`config.mk`:
```
export PLATFORM = sky130hd
export DESIGN_NAME = out_flush_sequencer
export DESIGN_NICKNAME = d
export VERILOG_FILES = /design/src/rtl/out_flush_sequencer_pkg.sv /design/src/rtl/out_tile_addr_calc.sv /design/src/rtl/out_flush_sequencer.sv
export SDC_FILE = /design/constraint.sdc
export NUM_CORES = 1
export LEC_CHECK = 0
export CAP_MARGIN = 20
export CORE_ASPECT_RATIO = 0.8
export CORE_MARGIN = 1
export CORE_UTILIZATION = 57
export DETAILED_ROUTE_END_ITERATION = 7
export PLACE_DENSITY = 0.86
export RECOVER_POWER = 25
export SLEW_MARGIN = 20
export SYNTH_ARGS = -nofsm -noshare
export SYNTH_HDL_FRONTEND = slang
export SYNTH_HIERARCHICAL = 1
export SYNTH_SLANG_ARGS = --single-unit
export TNS_END_PERCENT = 10
```
`constraint.sdc`:
```
create_clock -name CLK -period 2.7 [get_ports CLK]
set_input_delay 0.54 -clock CLK [delete_from_list [all_inputs] [get_ports CLK]]
set_output_delay 0.54 -clock CLK [all_outputs]
set_load 0.05 [all_outputs]
```
`src/rtl/out_flush_sequencer_pkg.sv`:
```
// Shared definitions for the output flush sequencer: array geometry defaults
// and the flush FSM state encoding shared with the array controller.
package out_flush_sequencer_pkg;

    localparam int DEF_PE_ARRAY_NUM_ROWS      = 32;
    localparam int DEF_PE_ARRAY_NUM_ROWS_LOG2 = 5;
    localparam int DEF_OUT_SRAM_AWIDTH        = 10;
    localparam int DEF_TILE_ID_WIDTH          = 5;

    typedef enum logic [1:0] {
        FLUSH_IDLE  = 2'd0,
        FLUSH_SHIFT = 2'd1,
        FLUSH_DRAIN = 2'd2
    } flush_state_e;

endpackage

```
`src/rtl/out_tile_addr_calc.sv`:
```
// Tile-major base address: ((row * cols_per_row + col) << row_shift), truncated
// to the SRAM address width. Purely combinational.
module out_tile_addr_calc
    import out_flush_sequencer_pkg::*;
#(
    parameter int ID_W  = DEF_TILE_ID_WIDTH,
    parameter int SHIFT = DEF_PE_ARRAY_NUM_ROWS_LOG2,
    parameter int AW    = DEF_OUT_SRAM_AWIDTH
) (
    input  logic [ID_W-1:0] tile_row_id,
    input  logic [ID_W-1:0] tile_col_id,
    input  logic [ID_W-1:0] num_tile_col_ids,
    output logic [AW-1:0]   base_addr
);

    // Wide enough for max_row * max_cols + max_col without wrap.
    localparam int LIN_W = 2 * ID_W + 1;

    logic [LIN_W-1:0] tile_lin;

    always_comb begin
        tile_lin  = LIN_W'(tile_row_id) * LIN_W'(num_tile_col_ids) + LIN_W'(tile_col_id);
        base_addr = AW'(tile_lin) << SHIFT;
    end

endmodule

```
`src/rtl/out_flush_sequencer.sv`:
```
// Drains the PE array one row per cycle after a tile completes and writes the
// active rows to the output SRAM at tile-major addresses.
module out_flush_sequencer
    import out_flush_sequencer_pkg::*;
#(
    parameter int PE_ARRAY_NUM_ROWS      = DEF_PE_ARRAY_NUM_ROWS,
    parameter int PE_ARRAY_NUM_ROWS_LOG2 = DEF_PE_ARRAY_NUM_ROWS_LOG2,
    parameter int OUT_SRAM_AWIDTH        = DEF_OUT_SRAM_AWIDTH,
    parameter int TILE_ID_WIDTH          = DEF_TILE_ID_WIDTH
) (
    input  logic                              CLK,
    input  logic                              RSTn,
    input  logic                              STALL,
    input  logic                              FLUSH_START_in,
    input  logic [TILE_ID_WIDTH-1:0]          TILE_ROW_ID_in,
    input  logic [TILE_ID_WIDTH-1:0]          TILE_COL_ID_in,
    input  logic [TILE_ID_WIDTH-1:0]          NUM_TILE_COL_IDS_in,
    input  logic [PE_ARRAY_NUM_ROWS_LOG2:0]   NUM_ACTV_ROWS_in,
    output logic                              PE_ROW_SHIFT_out,
    output logic                              OUT_SRAM_WE_out,
    output logic [OUT_SRAM_AWIDTH-1:0]        OUT_SRAM_ADDR_out,
    output logic                              FLUSH_BUSY_out,
    output logic                              FLUSH_DONE_out,
    output flush_state_e                      FLUSH_STATE_dbg
);

    localparam int ACTV_W = PE_ARRAY_NUM_ROWS_LOG2 + 1;
    localparam logic [ACTV_W-1:0] MAX_ACTV = ACTV_W'(PE_ARRAY_NUM_ROWS);
    localparam logic [PE_ARRAY_NUM_ROWS_LOG2-1:0] LAST_ROW =
        PE_ARRAY_NUM_ROWS_LOG2'(PE_ARRAY_NUM_ROWS - 1);

    flush_state_e                      state;
    logic [PE_ARRAY_NUM_ROWS_LOG2-1:0] row_cnt;
    logic [ACTV_W-1:0]                 actv_rows_q;
    logic [OUT_SRAM_AWIDTH-1:0]        base_addr_q;
    logic                              p_vld;
    logic [OUT_SRAM_AWIDTH-1:0]        p_addr;

    logic [OUT_SRAM_AWIDTH-1:0]        calc_base;
    logic [ACTV_W-1:0]                 actv_clamped;
    logic [OUT_SRAM_AWIDTH-1:0]        row_addr;
    logic                              row_active;
    logic                              last_row;
    logic                              accept;

    out_tile_addr_calc #(
        .ID_W  (TILE_ID_WIDTH),
        .SHIFT (PE_ARRAY_NUM_ROWS_LOG2),
        .AW    (OUT_SRAM_AWIDTH)
    ) u_addr_calc (
        .tile_row_id      (TILE_ROW_ID_in),
        .tile_col_id      (TILE_COL_ID_in),
        .num_tile_col_ids (NUM_TILE_COL_IDS_in),
        .base_addr        (calc_base)
    );

    // Request handshake: FLUSH_START_in is a single-cycle request with no ready
    // return. It is taken when STALL is low and the sequencer is in IDLE or in
    // its final DRAIN cycle (so flushes can chain back to back); otherwise dropped.
    always_comb begin
        actv_clamped = (NUM_ACTV_ROWS_in > MAX_ACTV) ? MAX_ACTV : NUM_ACTV_ROWS_in;
        row_addr     = base_addr_q + OUT_SRAM_AWIDTH'(row_cnt);
        row_active   = ACTV_W'(row_cnt) < actv_rows_q;
        last_row     = (row_cnt == LAST_ROW);
        accept       = FLUSH_START_in && !STALL &&
                       ((state == FLUSH_IDLE) || (state == FLUSH_DRAIN));
    end

    always_ff @(posedge CLK or negedge RSTn) begin
        if (!RSTn) begin
            state       <= FLUSH_IDLE;
            row_cnt     <= '0;
            actv_rows_q <= '0;
            base_addr_q <= '0;
            p_vld       <= 1'b0;
            p_addr      <= '0;
        end else if (!STALL) begin
            case (state)
                FLUSH_IDLE: begin
                    p_vld <= 1'b0;
                end
                FLUSH_SHIFT: begin
                    // Rows past the active count are shifted out to clear the
                    // array but never reach the SRAM.
                    p_vld   <= row_active;
                    p_addr  <= row_addr;
                    row_cnt <= row_cnt + 1'b1;
                    if (last_row) begin
                        state <= FLUSH_DRAIN;
                    end
                end
                FLUSH_DRAIN: begin
                    p_vld <= 1'b0;
                    state <= FLUSH_IDLE;
                end
                default: begin
                    p_vld <= 1'b0;
                    state <= FLUSH_IDLE;
                end
            endcase

            if (accept) begin
                actv_rows_q <= actv_clamped;
                base_addr_q <= calc_base;
                row_cnt     <= '0;
                state       <= FLUSH_SHIFT;
            end
        end
    end

    assign PE_ROW_SHIFT_out  = (state == FLUSH_SHIFT) && !STALL;
    assign OUT_SRAM_WE_out   = p_vld && !STALL;
    assign OUT_SRAM_ADDR_out = p_addr;
    assign FLUSH_BUSY_out    = (state != FLUSH_IDLE);
    assign FLUSH_DONE_out    = (state == FLUSH_DRAIN) && !STALL;
    assign FLUSH_STATE_dbg   = state;

endmodule

```
[After elaboration in Yosys (flattened, before gate mapping)]
Index checks and enable logic that the tools add are counted.
W data, S select, Z words.
Storage, ports and cells
  bits in registers: 29
  input bits: 25
  output and inout bits: 16
  logic and storage cells: 39
Cells by class
  add/subtract/negate cells: 3
  $mul: 1
  $lt $le $gt $ge: 2
  equal/unequal tests: 5
  mux-type cells: 7
  bitwise gates (word level): 1
  reduce and logical (&&, ||, !) cells: 14
Operator list (count)
  $add A10 B5 Y10: 1
  $mux W5: 2
  $gt A6 B6 Y1 const B: 1
  $lt A5 B6 Y1: 1
  $mux W6: 1
  $reduce_and A2 Y1: 3
  $add A5 B1 Y5 const B: 1
  $add A5 B5 Y5: 1
  $eq A5 B5 Y1 const B: 1
  $logic_and A1 B1 Y1: 5
  $mul A5 B5 Y5: 1
  $mux W2: 2
  $pmux W2 S2: 1
  $reduce_bool A2 Y1: 2
  $ne A3 B3 Y1 const B: 1
  $reduce_and A3 Y1: 1
  $eq A2 B1 Y1 const B: 1
  $eq A2 B2 Y1 const B: 1
  $logic_not A2 Y1: 1
  $ne A2 B2 Y1 const B: 1
  $logic_not A1 Y1: 1
  $logic_or A1 B1 Y1: 1
  $mux W1: 1
  $not A1 Y1: 1

[Depth between registers and ports, before layout]
Gate-level depths: netlist of run 1.
  depth in word-level cells: 5
  depth in mapped cells: 13
  mapped depth without buffers: 13

[Modules after synthesis]
The synthesis of run 1 kept the hierarchy.
By module, submodules not included
  out_flush_sequencer: times used 1, cells each 189, area an instance 1776.7 sq um, sequential area each 850.8 sq um
  out_tile_addr_calc: times used 1, cells each 50, area an instance 419.2 sq um, sequential area each 0.0 sq um

[Worst setup path after synthesis of run 1]
No wires, ideal clock.
  path type: input to register
  from: input port TILE_ROW_ID_in[2]
  to: register base_addr_q[9]
  library setup time: 0.065 ns
  arrival: 3.159 ns
  data required time: 2.635 ns
  setup slack: -0.523 ns
  stages: 13
  path buffers: 0
  path through: and2_1 fa_1 ha_1 inv_1 fa_1 inv_1 fa_1 xnor2_1 xnor2_1 xnor2_1 xnor2_1 nand2_1 nand2_1
Between the ends
  word-level cells in the longest chain between the ends: 2
Ends and longest elaborated chain
  start, declared: RTL line out_flush_sequencer.sv:15  | input logic [TILE_ID_WIDTH-1:0] TILE_ROW_ID_in,
  $mul A5 B5 Y5: RTL line out_tile_addr_calc.sv:22  | tile_lin = LIN_W'(tile_row_id) * LIN_W'(num_tile_col_ids) + LIN_W'(tile_col_id);
  $add A5 B5 Y5: RTL line out_tile_addr_calc.sv:22
  named net calc_base[9]: RTL line out_flush_sequencer.sv:39  | logic [OUT_SRAM_AWIDTH-1:0] calc_base;
  end signal, assigned: RTL line out_flush_sequencer.sv:104  | base_addr_q <= calc_base;
  end, declared: RTL line out_flush_sequencer.sv:35  | logic [OUT_SRAM_AWIDTH-1:0] base_addr_q;
The timed path passes the listed nets, and every way through them passes these cells.
A chain may end at the register's enable or synchronous reset.

[Final worst setup path of run 1]
  from: input port TILE_ROW_ID_in[3]
  to: register base_addr_q[9]
Same word-level chain as after synthesis.

==> impl_results.md, run 1 <==
- Max Cap Violations: 1
- Status: finished, violations left
- DR WL/cell: 12.9 µm
- Origin of the worst setup path: TILE_ROW_ID_in[3]
- CORE AREA: 0.00357 mm²
- RSZ-0062 raised after global routing: yes
- Post-Route WL: 4280 µm
- Die area: 0.00411 mm²
- Vias in the first global route: 1630
- Final Skew: 3.31 ps
- IO Port Bufs: 40
- HPWL Detailed: 3120 µm
- Switching Fraction: 0.443
- Post-Syn Instances: 239
- Die Y: 57.5 µm
- Max Clk Rate: 327 MHz
- Final worst setup slack: -356 ps
- Initial DRC Count: 100
- # IOs: 41
- Worst Path Arrival: 3290 ps
- Sum Neg Setup Slack: -356 ps
- Non-Filler Instances: 331
- Netlist cell types: 40
- Post-synth EDFFs: 0
- Layout cells sized above 1: 0.156
- Row cnt: 19
- Commonest non-fill, non-tap cell in the layout: nand2_1
- Leading area contributor after synthesis: dfrtp_1
- Layout Nets: 337
- CTS tree: yes
- Cell Area, Synth: 0.00220 mm²
- Die width: 71.4 µm
- Final Util: 0.785
- Initial antenna violation count: 0
- Synth Register Bits: 34
- Leak pwr: 0.00132 µW
- Mux share of post-synthesis cell area: 0
- R2r startpoint: row_cnt[0]
- Max clock buf depth: 2
- Syn Area/Cell: 9.19 µm²
- Met1 wire length: 1960 µm
- Starting Density: 0.616
- Slew Viols, Final: 35
- Placed Area: 0.00267 mm²
- GRT Residual Overflow: 0
- CTS Buf Count: 5
- Sink Count: 34
- Sequential fraction of the synthesis area: 0.387
- GRT Total Usage: 0.241
- Vias per cell: 5.11
- Sw power: 1210 µW
- Hold crit path type: register to register
- First-pass GRT wire length: 7470 µm
- Ant. Diodes: 0
- Area Growth Syn to Fin: 27.5%
- DRT Pass-1 Iters: 6
- Power share of the clock group: 0.147
- VDD IR max: 0.496 mV
- Antenna-violating nets left: 0
- Drt drc: 2
- Commonest non-fill, non-tap cells in the layout: 58 x nand2_1, 34 x dfrtp_1, 26 x clkdlybuf4s50_1
- Post-Synth Simple-Gate Area: 0.208
- Total Power: 2720 µW
- Root Buffer: clkbuf_8
- Relative slew margins: -0.201
- Hold Crit Start: OUT_SRAM_ADDR_out[1]
- Power share of the sequential group: 0.339
- CP Launch Type: input port
- Synth async-reset ratio: 1.00
- Worst Path Max Fanout: 2
- CTS Hold Bufs: 0
- Area share of the largest cell type after synthesis: 0.387
- Top sig layer: met4
- Logic pwr share: 0.514
- Ys flop type: dfrtp_1
- CTS H-tree depth: 2
- Via count: 1691
- Violated checks: DRC, capacitance limit, slew limit, setup timing
- WL met3: 170 µm
- Post-synthesis compound-gate area fraction: 0.103
- P_int: 1520 µW
- Critical path required time: 2930 ps
- Worst-path clk slew: 70 ps
- Final Cycle Share: 1.13
- RD Place Congestion: 0.793
- CP Class: input port to register
- Final Critical Period: 3060 ps
- Fin area: 0.00280 mm²
- Endpoints failing hold: 0
- Post-Synth XOR/XNOR Area: 0.0718
- Main combinational cell family by area after synthesis: simple AND/OR/NAND/NOR gates
- Placed cells: 321
- Yosys synthesis warning count: 6
- Endpoint class of the critical path: register
- Post-synthesis adder-cell area fraction: 0.157
- Actual slew at the worst max-slew pin: 1800 ps
- Synth area leaders: dfrtp_1 39%, ha_1 10%, nand2_1 9.9%
- Met2 routed WL: 2080 µm
- Setup-failing EPs final: 1
- Largest net degree at the start of global routing: 35
- Cell Pwr Density: 973 mW/mm²
- Worst-Skew Late Latency: 290 ps
[critical path, cell delays in order]
cell,delay (ps)
buf_6,90
and2_4,150
fa_1,490
ha_1,310
inv_2,40
fa_1,480
inv_2,40
fa_2,350
xnor2_2,150
xnor2_1,190
xnor2_1,170
xnor2_1,150
nand2_1,70
nand2_1,70
[flip-flops by register name, summed over array words and instances, names as in the netlist]
name               count
p_vld                  1
actv_rows_q            6
base_addr_q           10
FLUSH_STATE_dbg        2
OUT_SRAM_ADDR_out     10
row_cnt                5
[power by group through the flow]
stage,registers (µW),clock network (µW),logic [µW]
after detailed placement,928,0,1380
after global routing,957,425,1550
final,923,400,1400
after CTS,921,407,1400
after floorplan,1140,0,787
after global placement,917,0,1330
[logic make-up after synthesis]
kind of cell	after synthesis
and+or+nand+nor	98
other	1
DFF	34
AOI/OAI and AO/OA	35
buffers and inverters	29
xor gates and xnor gates	18
adders and majority gates	24
[timing repair]
item                                    CTS  global route
setup buffers                             2             0
pin swaps                                13            12
resized for setup                        32             2
endpoints found under the hold margin     0             0
endpoints found under the setup margin    2             1
[per-layer routing]
layer  track usage  up-vias
met4        0.0771        0
met1         0.313      769
met3        0.0601        9
met2         0.399       46
met5             0        -
li1              -      867
[cell type report]
cell class	instances	area (µm²)
repair buffers	51	497
inverters	16	65.1
multi-input cells	180	1240
clock inverters	2	12.5
clock buffers	6	82.6
fillers	266	767
well taps	42	52.6
flip-flops and latches	34	851
[path summary, 6_finish.rpt]
| check | slack, ps | endpoint | depth (start not counted) |
|---|---|---|---|
| worst min-delay path | 480 | OUT_SRAM_ADDR_out[1] | 2 |
| worst min register to register | 480 | OUT_SRAM_ADDR_out[1] | 2 |
| max in group asynchronous | 390 | actv_rows_q[3] | 2 |
| worst max register to register | 630 | OUT_SRAM_ADDR_out[8] | 8 |
| min in group asynchronous | 1270 | OUT_SRAM_ADDR_out[6] | 2 |
| worst max-delay path | -360 | base_addr_q[9] | 14 |
[cells in the mapped netlist, types with 3 or more instances]
cell / instances
fa_1: 6
o21ai_0: 15
nand2_1: 58
nand2b_1: 3
buf_4: 5
a21oi_1: 4
and2_1: 10
xor2_1: 9
nor2_1: 9
buf_2: 4
inv_1: 15
xnor2_1: 9
dfrtp_1: 34
ha_1: 18
nand3b_1: 5
[per-stage QoR]
step / worst slack (ps) / hold WS [ps]
after global placement: -889 / 460
after global routing: -414 / 510
after floorplan: -377 / 244
final: -356 / 477
after detailed placement: -986 / 469
after CTS: -396 / 485
Note: power is estimated with default switching activity, not from simulation.
==> run 2: changes to the inputs <==
--- a/config.mk
+++ b/config.mk
@@ -9,6 +9,7 @@
 export CORE_ASPECT_RATIO = 0.8
 export CORE_MARGIN = 1
 export CORE_UTILIZATION = 57
+export CTS_CLUSTER_DIAMETER = 60
 export DETAILED_ROUTE_END_ITERATION = 7
 export PLACE_DENSITY = 0.86
 export RECOVER_POWER = 25
==> results of run 2 <==
The final DEF is identical to that of run 1; final timing and power are the same.
==> run 3: changes to the inputs <==
--- a/config.mk
+++ b/config.mk
@@ -6,16 +6,15 @@
 export NUM_CORES = 1
 export LEC_CHECK = 0
 export CAP_MARGIN = 20
-export CORE_ASPECT_RATIO = 0.8
+export CORE_ASPECT_RATIO = 1.2
 export CORE_MARGIN = 1
-export CORE_UTILIZATION = 57
+export CORE_UTILIZATION = 53
 export CTS_CLUSTER_DIAMETER = 60
 export DETAILED_ROUTE_END_ITERATION = 7
-export PLACE_DENSITY = 0.86
+export PLACE_DENSITY = 0.84
 export RECOVER_POWER = 25
 export SLEW_MARGIN = 20
 export SYNTH_ARGS = -nofsm -noshare
 export SYNTH_HDL_FRONTEND = slang
-export SYNTH_HIERARCHICAL = 1
 export SYNTH_SLANG_ARGS = --single-unit
 export TNS_END_PERCENT = 10
==> run 3 against run 2 <==
  * The flow finishes with violations (capacitance limit, slew limit, setup timing)
  * Die area decreased by 14%
  * Area after synthesis decreased by 20%
  * Clock skew is 4.8 ps higher
  * Global-route usage increased by 0.78 points
  * Sequential share of layout area grew 0.60 points
  * Register-to-register slack gained 310 ps
  * Non-clock buffer count down 6
  * Clock power decreased by 38%
  * Setup slack improved by 83 ps
==> impl_results.md, run 3 <==
- RD Place Congestion: 0.801 (+0.97%)
- Post-Syn Instances: 158 (-34%)
- Worst Path Max Fanout: 4 (+2)
- Status: finished, violations left
- IO Port Bufs: 40 (unchanged)
- Layout cells sized above 1: 0.272 (+0.116)
- RSZ-0062 raised after global routing: yes
- Sink Count: 29 (-15%)
- Max Clk Rate: 336 MHz (+2.8%)
- Area share of the largest cell type after synthesis: 0.414 (+0.0268)
- Sequential fraction of the synthesis area: 0.414 (+0.0268)
- Drt drc: 0 (-2)
- Max Cap Violations: 1 (unchanged)
- Netlist cell types: 32 (-20%)
- Largest net degree at the start of global routing: 30 (-14%)
- Count leader, synth: dfrtp_1
- Critical path required time: 2900 ps (-30 ps)
- VDD IR max: 0.622 mV (+25%)
- Starting Density: 0.563 (-0.0526)
- Crit Reg-Reg Endpoint: row_cnt[3]
- DR WL/cell: 15.6 µm (+21%)
- Layout Nets: 248 (-26%)
- R2r startpoint: FLUSH_STATE_dbg[0]
- Synth async-reset ratio: 1.00 (unchanged)
- Setup Slack @ Placement: -1080 ps (-91.9 ps)
- R2r setup slk: 940 ps (+310 ps)
- Met3 Use GR: 0.0469 (-0.0131)
- Max clock buf depth: 2 (unchanged)
- Worst-Skew Late Latency: 330 ps (+40 ps)
- CTS Hold Bufs: 0 (unchanged)
- Commonest non-fill, non-tap cells in the layout: 29 x dfrtp_1, 26 x clkdlybuf4s50_1, 16 x mux2_2
- Actual slew at the worst max-slew pin: 1530 ps (-274 ps)
- Final worst setup slack: -273 ps (+83.0 ps)
- Vias in the first global route: 1347 (-17%)
- Number of flip-flops in the largest register: 10
- Final Cycle Share: 1.10 (-0.0307)
- Setup-failing EPs final: 1 (unchanged)
- GRT Residual Overflow: 0 (unchanged)
- Row cnt: 22 (+3)
- Violated checks: capacitance limit, slew limit, setup timing
- Slew Viols, Final: 30 (-14%)
- Endpoints failing hold: 0 (unchanged)
- Post-Route WL: 3780 µm (-12%)
- Ant. Diodes: 0 (unchanged)
- Area Growth Syn to Fin: 33.6%
- Endpoint class of the critical path: register
- Hold Slack: 497 ps (+19.6 ps)
- Synth area leaders: dfrtp_1 41%, mux2_2 10%, ha_1 9.3%
- HPWL Detailed: 2850 µm (-8.4%)
- CTS H-tree depth: 2 (unchanged)
- Via count: 1322 (-22%)
- First-pass GRT wire length: 6130 µm (-18%)
- Worst Setup EP: base_addr_q[9]
- Cell Pwr Density: 954 mW/mm² (-1.9%)
- Post-synth EDFFs: 0 (unchanged)
- Commonest non-fill, non-tap cell in the layout: dfrtp_1
- Non-Filler Instances: 242 (-27%)
- Grt peak-use layer: met2
- GRT Total Usage: 0.248 (+0.00778)
- Vias per cell: 5.46 (+6.9%)
- Placed cells: 233 (-27%)
- CTS Buf Count: 5 (unchanged)
- Worst-path clk slew: 90 ps (+20 ps)
- CTS tree: yes
- Mapped Nets: 201
- CP Launch Type: input port
- Origin of the worst setup path: NUM_TILE_COL_IDS_in[0]
- Hold crit path type: register to register
- Leak pwr: 0.00104 µW (-21%)
- Die width: 54.5 µm (-24%)
- Met2 usage: 0.427 (+0.0282)
- Cell Area, Synth: 0.00175 mm² (-20%)
- Relative slew margins: -0.0184 (+0.183)
- M1 GR Usage: 0.280 (-0.0331)
- Commonest cells in the netlist: 29 x dfrtp_1, 16 x mux2_2, 15 x nand2_1, 13 x ha_1, 12 x inv_1
- Initial DRC Count: 18 (-82%)
- Leading area contributor after synthesis: dfrtp_1
- Die Y: 65.0 µm (+13%)
- Final Skew: 8.07 ps (+4.77 ps)
- Synth Register Bits: 29 (-15%)
- Worst Path Arrival: 3180 ps (-110 ps)
- Root Buffer: clkbuf_4
- Final Critical Period: 2970 ps (-83.0 ps)
- DRT Pass-1 Iters: 4 (-2)
- CORE AREA: 0.00311 mm² (-13%)
- Ys flop type: dfrtp_1
- Die area: 0.00354 mm² (-14%)
- R2R cell count: 5 (-3)
- Syn Area/Cell: 11.1 µm² (+21%)
- CP Class: input port to register
- Antenna-violating nets left: 0 (unchanged)
- Initial antenna violation count: 0 (unchanged)
- # IOs: 41 (unchanged)
- Yosys synthesis warning count: 0 (-6)
-- run 3: cell types whose count changed in the layout (fill, tap and decap cells not counted), moves of 4 or more --
cell	previous run	this run
conb_1	5	0
xor2_1	9	2
dfrtp_1	34	29
nand3b_1	5	1
nor2_1	9	3
inv_1	13	9
ha_1	15	8
o21ai_0	15	8
clkbuf_4	0	5
nand2_1	58	15
clkbuf_8	6	0
buf_4	11	2
mux2_2	0	16
-- run 3: what timing repair did --
item                       4_1_cts  5_1_grt
buffers inserted                 1        0
resized for setup               34       13
pin swaps                       11       13
setup endpoints to repair        2        2
-- run 3: metrics by stage --
step | util | power (µW) | instance area (µm²) | setup TNS [ps]
after floorplan | - | 1570 | 1760 | -454
after global placement | 0.718 | 1890 | 2230 | -1680
after detailed placement | 0.718 | 1960 | 2230 | -1960
after CTS | 0.733 | 2210 | 2280 | -419
after global routing | 0.753 | 2380 | 2340 | -343
final | 0.753 | 2230 | 2340 | -273
-- run 3: how the worst min path moves through the flow --
stage              startpoint                  to  slack [ps]  cells after the start
3_3_place_gp   base_addr_q[9]      base_addr_q[9]         470                      2
2_1_floorplan            RSTn  FLUSH_STATE_dbg[0]         240                      0
5_1_grt                 p_vld               p_vld         520                      2
6_report                p_vld               p_vld         500                      2
3_5_place_dp            p_vld               p_vld         480                      2
4_1_cts                 p_vld               p_vld         500                      2
-- run 3: cell type report --
type	count	area [µm²]
well taps	36	45.0
inverters	12	45.0
clock buffers	8	48.8
multi-input cells	112	1020
flip-flops and latches	29	726
repair buffers	45	453
fillers	225	769
-- run 3: power by group --
| group | internal, µW | total (µW) | switching (µW) | leakage, µW |
|---|---|---|---|---|
| registers | 631 | 797 | 166 | 0.000354 |
| clock network | 104 | 250 | 146 | 0.0000265 |
| logic | 544 | 1190 | 644 | 0.000659 |
-- run 3: logic make-up (layout without fill, tap and decap cells) --
family	Yosys count	in the layout	synth area share
AND/OR/NAND/NOR	46	46	0.153
flip-flops	29	29	0.414
AO/OA/AOI/OAI	20	20	0.0729
adder cells (fa/ha/maj)	18	18	0.150
buffers and inverters	17	65	0.0471
multiplexers	16	16	0.103
XOR/XNOR	12	12	0.0600
-- run 3: per-layer routing --
layer  vias up  wire length, µm
met5         -                0
met4         0              103
met3         9              160
met2        51             2080
met1       637             1440
li1        625                -
-- run 3: critical path, stage by stage --
cell and delay, ps:
buf_8 100, buf_6 110, and2_4 130, fa_1 500, ha_2 170, inv_2 40, fa_1 520, inv_2 40
fa_2 340, xnor2_2 200, xnor2_2 150, xnor2_2 140, xnor2_1 130, o21ai_1 70
